### config.mk
export PLATFORM = sky130hd
export DESIGN_NAME = glitch_pulse_gen
export DESIGN_NICKNAME = d
export VERILOG_FILES = /design/src/rtl/glitchcore_pkg.sv /design/src/rtl/sync_2ff.sv /design/src/rtl/glitch_pulse_gen.sv
export SDC_FILE = /design/constraint.sdc
export NUM_CORES = 1
export LEC_CHECK = 0
export BUFFER_PORTS_ARGS = -buffer_cell sky130_fd_sc_hd__buf_4
export CORE_ASPECT_RATIO = 1.5
export CORE_MARGIN = 5
export CORE_UTILIZATION = 48
export DETAILED_ROUTE_END_ITERATION = 16
export HOLD_SLACK_MARGIN = 0.03
export PLACE_DENSITY = 0.73
export SETUP_SLACK_MARGIN = 0.2
export SLEW_MARGIN = 15
export SYNTH_ARGS = -nofsm -noshare
export SYNTH_HDL_FRONTEND = slang
export SYNTH_HIERARCHICAL = 1
export SYNTH_SLANG_ARGS = --single-unit
### constraint.sdc
create_clock -name clk_i -period 7.35 [get_ports clk_i]
set_clock_uncertainty 0.15 [all_clocks]
set_input_delay 1.47 -clock clk_i [delete_from_list [all_inputs] [get_ports clk_i]]
set_output_delay 1.47 -clock clk_i [all_outputs]
set_load 0.005 [all_outputs]
### src/rtl/glitchcore_pkg.sv
// Shared definitions for glitchcore blocks: FSM state encoding and synchronizer depth.
package glitchcore_pkg;

   localparam int unsigned SYNC_STAGES = 2;

   typedef enum logic [2:0] {
      ST_IDLE  = 3'd0,
      ST_ARMED = 3'd1,
      ST_DELAY = 3'd2,
      ST_PULSE = 3'd3,
      ST_GAP   = 3'd4,
      ST_DONE  = 3'd5
   } state_t;

   function automatic logic state_is_busy(input state_t s);
      return !((s == ST_IDLE) || (s == ST_DONE));
   endfunction

endpackage

### src/rtl/sync_2ff.sv
// Multi-flop level synchronizer (default two stages), asynchronous active-high reset.
module sync_2ff
   import glitchcore_pkg::*;
#(
   parameter int unsigned STAGES = SYNC_STAGES
) (
   input  logic clk_i,
   input  logic rst_i,
   input  logic d_i,
   output logic q_o
);

   logic [STAGES-1:0] sync_q;

   // NOTE: sequential state uses non-blocking assignments so every flop samples pre-edge values.
   always_ff @(posedge clk_i or posedge rst_i) begin
      if (rst_i) sync_q <= '0;
      else       sync_q <= {sync_q[STAGES-2:0], d_i};
   end

   assign q_o = sync_q[STAGES-1];

endmodule

### src/rtl/glitch_pulse_gen.sv
// Triggered glitch pulse generator: armed, delayed, width-controlled pulse on pulse_o.
// Define GLITCH_PULSE_REPEAT_EN to enable repeated pulses separated by gap cycles.
module glitch_pulse_gen
   import glitchcore_pkg::*;
#(
   parameter int unsigned WIDTH = 32
) (
   input  logic             clk_i,
   input  logic             rst_i,
   input  logic             trigger_i,
   input  logic             arm_i,
   input  logic [WIDTH-1:0] delay_i,
   input  logic [WIDTH-1:0] width_i,
   input  logic [WIDTH-1:0] gap_i,
   input  logic [WIDTH-1:0] repeat_i,
   output logic             pulse_o,
   output logic             busy_o,
   output logic             done_o
);

   localparam logic [WIDTH-1:0] CNT_ONE = WIDTH'(1);

   state_t state_q, state_d;

   logic                   trig_sync;
   logic                   trig_prev_q;
   logic [SYNC_STAGES-1:0] fill_q;
   logic                   trig_edge;

   logic [WIDTH-1:0] delay_q, width_q;
   logic [WIDTH-1:0] cnt_q, cnt_d;
   logic             load_cfg;
   logic             go_pulse;
   logic             pulse_q, done_q;

`ifdef GLITCH_PULSE_REPEAT_EN
   logic [WIDTH-1:0] gap_q, rep_q;
   logic [WIDTH-1:0] rep_cnt_q, rep_cnt_d;
`else
   logic unused_repeat_cfg;
   assign unused_repeat_cfg = ^{gap_i, repeat_i};
`endif

   sync_2ff #(
      .STAGES (SYNC_STAGES)
   ) u_trig_sync (
      .clk_i (clk_i),
      .rst_i (rst_i),
      .d_i   (trigger_i),
      .q_o   (trig_sync)
   );

   // The previous-level flop is held high until the synchronizer has refilled after reset,
   // so a trigger level already high at release never reads as a rising edge.
   always_ff @(posedge clk_i or posedge rst_i) begin
      if (rst_i) begin
         fill_q      <= '0;
         trig_prev_q <= 1'b1;
      end else begin
         fill_q      <= {fill_q[SYNC_STAGES-2:0], 1'b1};
         trig_prev_q <= (&fill_q) ? trig_sync : 1'b1;
      end
   end

   assign trig_edge = trig_sync & ~trig_prev_q;

   always_ff @(posedge clk_i or posedge rst_i) begin
      if (rst_i) begin
         delay_q <= '0;
         width_q <= '0;
`ifdef GLITCH_PULSE_REPEAT_EN
         gap_q   <= '0;
         rep_q   <= '0;
`endif
      end else if (load_cfg) begin
         delay_q <= delay_i;
         width_q <= width_i;
`ifdef GLITCH_PULSE_REPEAT_EN
         gap_q   <= gap_i;
         rep_q   <= repeat_i;
`endif
      end
   end

   // Counters are only ever loaded with non-zero values; the phase ends when they reach one.
   // NOTE: every signal driven here gets a default first so no latch can be inferred.
   always_comb begin
      state_d  = state_q;
      cnt_d    = cnt_q;
      load_cfg = 1'b0;
      go_pulse = 1'b0;
`ifdef GLITCH_PULSE_REPEAT_EN
      rep_cnt_d = rep_cnt_q;
`endif

      case (state_q)
         ST_IDLE, ST_DONE: begin
            if (arm_i) begin
               load_cfg = 1'b1;
               state_d  = ST_ARMED;
            end
         end
         ST_ARMED: begin
            if (trig_edge) begin
`ifdef GLITCH_PULSE_REPEAT_EN
               rep_cnt_d = rep_q;
`endif
               if (delay_q != '0) begin
                  state_d = ST_DELAY;
                  cnt_d   = delay_q;
               end else begin
                  go_pulse = 1'b1;
               end
            end
         end
         ST_DELAY: begin
            if (cnt_q == CNT_ONE) go_pulse = 1'b1;
            else                  cnt_d    = cnt_q - CNT_ONE;
         end
         ST_PULSE: begin
            if (cnt_q != CNT_ONE) begin
               cnt_d = cnt_q - CNT_ONE;
            end else begin
`ifdef GLITCH_PULSE_REPEAT_EN
               if (rep_cnt_q != '0) begin
                  rep_cnt_d = rep_cnt_q - CNT_ONE;
                  if (gap_q == '0) begin
                     state_d = ST_PULSE;
                     cnt_d   = width_q;
                  end else begin
                     state_d = ST_GAP;
                     cnt_d   = gap_q;
                  end
               end else begin
                  state_d = ST_DONE;
               end
`else
               state_d = ST_DONE;
`endif
            end
         end
`ifdef GLITCH_PULSE_REPEAT_EN
         ST_GAP: begin
            if (cnt_q == CNT_ONE) begin
               state_d = ST_PULSE;
               cnt_d   = width_q;
            end else begin
               cnt_d = cnt_q - CNT_ONE;
            end
         end
`endif
         default: state_d = ST_IDLE;
      endcase

      if (go_pulse) begin
         if (width_q == '0) begin
            state_d = ST_DONE;
         end else begin
            state_d = ST_PULSE;
            cnt_d   = width_q;
         end
      end
   end

   always_ff @(posedge clk_i or posedge rst_i) begin
      if (rst_i) begin
         state_q <= ST_IDLE;
         cnt_q   <= '0;
         pulse_q <= 1'b0;
         done_q  <= 1'b0;
`ifdef GLITCH_PULSE_REPEAT_EN
         rep_cnt_q <= '0;
`endif
      end else begin
         state_q <= state_d;
         cnt_q   <= cnt_d;
         pulse_q <= (state_d == ST_PULSE);
         done_q  <= (state_d == ST_DONE);
`ifdef GLITCH_PULSE_REPEAT_EN
         rep_cnt_q <= rep_cnt_d;
`endif
      end
   end

   assign pulse_o = pulse_q;
   assign done_o  = done_q;
   assign busy_o  = state_is_busy(state_q);

endmodule

======== Yosys cells after proc, flatten, opt, wreduce, memory -nomap -nowiden ========
Index checks and enable logic that the tools add are counted.
storage, ports and cells
  logic and storage cells ................. 48
  output and inout bits ................... 3
  bits in registers ....................... 106
  input port bits ......................... 132
operators by class
  eq/ne operators ......................... 8
  reductions and logical operators ........ 7
  bitwise gates (word level) .............. 2
  muxes and demuxes ....................... 21
  add/subtract/negate cells ............... 1
operator list
  cell                     count
  $mux W32                 6
  $pmux W32 S3             1
  $eq A32 B1 Y1 const B    1
  $logic_not A32 Y1        1
  $ne A32 B1 Y1 const B    1
  $reduce_bool A32 Y1      1
  $sub A32 B1 Y32 const B  1
  $mux W3                  6
  $pmux W3 S4              1
  $eq A3 B2 Y1 const B     3
  $eq A3 B3 Y1 const B     2
  $mux W1                  6
  $eq A3 B1 Y1 const B     1
  $logic_not A3 Y1         1
  $pmux W1 S2              1
  $reduce_and A2 Y1        1
  $reduce_or A2 Y1         1
  $and A1 B1 Y1            1
  $logic_not A1 Y1         1
  $logic_or A1 B1 Y1       1
  $not A1 Y1               1

======== Logic depth before layout (Yosys ltp) ========
  depth after elaboration ................. 6
  depth in mapped cells ................... 11

======== Cells and area by module ========
The synthesis kept the hierarchy.
modules (own cells, without submodules)
  module            sequential area each (um^2)  cells an instance  times used  area each (um^2)
  glitch_pulse_gen  2603.7                       489                1           5208.7
  sync_2ff          50.0                         3                  1           53.8

======== Worst setup path before layout ========
Ideal clock, no wire load.
  path kind ............................... input to register
  start point ............................. input arm_i
  end point ............................... register delay_q[0]
  setup time .............................. 0.125 ns
  cell stages on the path ................. 5
  path slack .............................. 4.445 ns
  data arrival time ....................... 2.631 ns
  required time ........................... 7.075 ns
  cell sequence ........................... inv_1 nor2_1 clkbuf_1 clkbuf_1 mux2_2
on the way
  cells in the longest elaborated chain, start to end .. 2
RTL lines
  item                    RTL line                RTL
  start: declaration      glitch_pulse_gen.sv:11  input logic arm_i,
  $mux W1                 glitch_pulse_gen.sv:98  if (arm_i) begin
  $mux W1                 glitch_pulse_gen.sv:96  case (state_q)
  end signal: assignment  glitch_pulse_gen.sv:76  delay_q <= delay_i;
  end: declaration        glitch_pulse_gen.sv:30  logic [WIDTH-1:0] delay_q, width_q;
Every way passes these cells.
A chain may end at the register's enable or synchronous reset.

======== Worst setup path after layout ========
  start point ............................. register cnt_q[1]
  end point ............................... register cnt_q[19]
on the way
  cells in the longest elaborated chain, start to end .. 5
  elaborated cells between the ends (all ways) .. 10
  classes of those cells .................. add/sub (1); eq/ne (2); mux (7)
RTL lines
  item                                     RTL line                                          RTL
  start: declaration                       glitch_pulse_gen.sv:31                            logic [WIDTH-1:0] cnt_q, cnt_d;
  start signal: assignment                 glitch_pulse_gen.sv:176                           cnt_q <= cnt_d;
  $sub A32 B1 Y32 (tied with other cells)  glitch_pulse_gen.sv:118, glitch_pulse_gen.sv:122
  $mux W32 (on tied branches)              glitch_pulse_gen.sv:121, glitch_pulse_gen.sv:117
  $pmux W32 S3                             glitch_pulse_gen.sv:96
  $mux W32                                 glitch_pulse_gen.sv:156                           if (width_q == '0) begin
  $mux W32 (*)                             glitch_pulse_gen.sv:155                           if (go_pulse) begin
  via cnt_d[19]                            glitch_pulse_gen.sv:31
Mark *: on every way through the listed nets, which the timed path passes. The rest lies on a longest branch.

==> metrics list <==
- Net switching fraction of the power: 36.9%
- Portion of total power attributed to sequential cells: 48.3%
- Post-CTS setup buffer count: 0
- Largest delay contributor family on the critical path: simple AND/OR/NAND/NOR gates
- Counting both buffers and inverters, the worst setup path holds a total of 2.
- Final Slew Violations: 0
- Skew-Pair Late Insertion Delay: 350 ps
* H-tree levels: 3
- Relative slew slack: 29.0%
- Buffers inserted during clock tree synthesis total 9.
- Clock-pin slew was measured on the worst setup and hold paths at 70 ps.
- The post-route netlist has 29.8% of its cells at a drive strength greater than 1.
- For this design, the slowest cell found on the critical path is or2_1.
- Via/cell ratio: 6.00
- For this configuration, the core starts out at a cell density of 49.4%.
* Result of the run: finished, final reports clean
- Synthesis produced 492 cells.
- Metal-1 WL: 5.17 mm
- At the worst endpoint, the arrival time is 3470 ps.
- Count of max-cap constraint violations: 0
* Hold_buf cts: 0
- The total count of hold-check failures in the final report was 0.
- In the final layout, the multi-input gates occupy 0.00247 sq mm.
* GRT Total Usage: 22.3%
* Highest achievable clock rate: 291 MHz
* Setup_tns: 0 ps
* DRC violation total after the first TritonRoute iteration: 305
* Met3 Routed Length: 427 um
* Count of inserted antenna diode cells: 0
- Post-Synthesis Net Count: 626
- The congestion estimate from routability-driven global placement came to 0.921.
- WL/cell: 19.8 um
- Top layer reached by signal wires: met4
- Number of global-route vias before repair: 4359
- Pint: 1490 uW
* Iteration count of the initial detailed-routing pass: 4
- Number of nets in the finished design: 686
- The cell area that synthesis handed to floorplanning was 0.00526 sq mm.
- Number of top-level design ports: 135
- The die covers 0.0132 sq mm.
* Worst setup slack before clock tree synthesis: 3970 ps
- The area growth from synthesis to layout is 17.4%.
- In this run the worst path has a maximum fanout of 32.
- Clock Sink Count: 106
* Async S/R FF share, synth: 100%
* Overflow left after global routing: 0
* Worst min-delay path class: flip-flop to flip-flop
- Summing all flip-flop and latch instances after layout gives 0.00265 sq mm.
- The clock network is responsible for 19.6% of the overall power.
- The routed design has 13.9 mm of wire.
* Total number of vias: 4206
- The die is 138 um tall.
* Count of distinct cell types in the synthesized netlist: 53
* Antenna violations before repair: 0
- Synthesized area divided by synthesized cell count: 10.7 sq um
- Die outline width: 95.5 um
* Number of gates resized after cts: 0
- Final clock period utilization by the worst path: 46.7%
- Gate power share: 32.1%
* Global-route wire length before repair: 22.7 mm
- The clock passes through at most 2 buffers.
- Detailed Place HPWL: 10.4 mm
- Layout filler cell count: 903
* RSZ-0062 raised after global routing: no
- For this run, the register share of the synthesized area comes to 50.4%.
* Number of enable flip-flop cells after synthesis: 0
* Predominant post-synthesis flop cell: dfrtp_1
- Class of the most critical setup path: flip-flop to flip-flop
- In the post-route analysis, the smallest setup slack over all paths is 3920 ps.
- Critical Path Source Type: flip-flop
* Critical path, cell by cell: inv_1 > ha_1 > nor3b_1 > nand3_2 > nor3_4 > a32oi_2 > or2_1 > buf_4 > nor2_1 > a21oi_1
- The clock period could shrink to 3430 ps.
* Worst hold slack: 207 ps
- Required time of the worst setup path: 7380 ps
- Row generation in the floorplan step produced 46 rows.
* TritonCTS clock tree: done
* Count of synthesis-stage warnings from yosys: 6
- Met2 routed WL: 7.81 mm
- Number of routed nets with antenna violations: 0
- For flop-to-flop paths, the worst setup slack is 3920 ps.
- Critical Path Max Stage Delay: 630 ps
* Number of failing setup endpoints in the final timing report: 0
* Count of input and output buffers: 70
- Synthesis inferred 106 register bits.
- Pwr Density: 382 mW/mm^2
- Worst supply voltage drop on vdd: 0.000206 V
- Kind of end point of the critical path: flip-flop
* Static leakage: 0.00262 uW
* Slew at the pin with the worst max-slew slack: 1060 ps
- Number of remaining DRC errors: 0
- In this run the clock root is driven by a clkbuf_16.
- Core region area: 0.0106 sq mm
- For this design the total switching power over the nets is 871 uW.
* Pin count of the biggest net entering global routing: 70
-- worst register-to-register path: stages, from the launching register on --
cell	delay, ps
dfrtp_1	410
inv_1	110
ha_1	190
nor3b_1	380
nand3_2	190
nor3_4	290
a32oi_2	180
or2_1	630
buf_4	440
nor2_1	220
a21oi_1	70
-- final timing paths --
path,endpoint,depth (start not counted),from
hold / removal,u_trig_sync/sync_q[1],0,u_trig_sync/sync_q[0]
setup / recovery,cnt_q[19],10,cnt_q[1]
setup reg to reg,cnt_q[19],10,cnt_q[1]
hold reg to reg,u_trig_sync/sync_q[1],0,u_trig_sync/sync_q[0]
max in group asynchronous,width_q[16],3,rst_i
min in group asynchronous,u_trig_sync/sync_q[0],2,rst_i
-- cells in the final DEF (no fill, tap or decap), drive strengths merged, types with 16 or more instances in the layout --
master  instances
nor2           43
mux2           63
o21a           16
dfrtp         105
nand3          30
a21oi          29
nor4           24
nand2          27
buf            75
nor3           16
-- state kept, by name, summed over array words and instances, names as in the netlist --
register,cells
done_o,1
width_q,32
cnt_q,32
fill_q,2
trig_prev_q,1
pulse_o,1
u_trig_sync/sync_q,2
delay_q,32
state_q,3
-- layer usage --
metal | global-route usage [%] | up-vias
li1 | - | 1971
met1 | 26.0 | 2097
met2 | 39.4 | 106
met3 | 3.47 | 32
met4 | 9.82 | 0
met5 | 0 | -
-- cell families after synthesis --
family | synth area share, %
buf+inv | 2.85
flops | 50.4
mux | 13.7
xor+xnor | 0.166
fa+ha+maj | 0.475
other cells | 0.0713
compound gates | 13.8
simple gates | 18.6
-- power groups by stage --
| stage | Sequential [uW] | Clock [uW] | Combinational [uW] |
|---|---|---|---|
| floorplan | 1030 | 0 | 609 |
| global placement | 1150 | 0 | 733 |
| detailed placement | 1150 | 0 | 762 |
| CTS | 1140 | 472 | 762 |
| global route | 1180 | 499 | 843 |
| finish | 1140 | 462 | 758 |
-- cells in the mapped netlist (all sizes together), types with 2 or more instances --
library cell    n  area (sq um)
a211oi          2          15.0
a21o            2          15.0
a21oi          29           145
a221oi          5          43.8
a22oi           3          22.5
a2bb2oi         2          17.5
a31oi           9          56.3
a32oi           7          68.8
and2            2          12.5
and3            6          37.5
buf            11          67.6
clkbuf         15          56.3
dfrtp         105          2630
ha              2          25.0
inv             7          26.3
mux2           63           709
nand2          27           101
nand2b          6          37.5
nand3          30           160
nand4           9          56.3
nor2           43           161
nor2b           2          12.5
nor3           16           101
nor3b           3          22.5
nor4           24           186
nor4b           2          17.5
o211ai          9          67.6
o21a           16           120
o21ai           9          45.0
o2bb2ai         4          35.0
o311a           2          20.0
o311ai          2          17.5
or3             4          25.0
or4             2          15.0
-- area by class of cell --
type                            count  area share, %
Clock buffer                       11           3.93
Clock inverter                      5          0.628
Inverter                            7          0.466
Multi-Input combinational cell    353           40.0
Sequential cell                   106           43.0
Tap cell                          144           2.92
Timing Repair Buffer               75           9.12
-- through the flow --
| step | std cells | cell area [sq um] | power, uW | utilization [%] |
|---|---|---|---|---|
| 3_5_place_dp | 685 | 5890 | 1910 | 55.4 |
| 4_1_cts | 701 | 6180 | 2380 | 58.0 |
| 6_report | 701 | 6180 | 2360 | 58.0 |
| 2_1_floorplan | 492 | 5260 | 1640 | - |
| 3_3_place_gp | 685 | 5890 | 1880 | 55.4 |
| 5_1_grt | 701 | 6180 | 2520 | 58.0 |
Power figures use the tool's default switching activity.
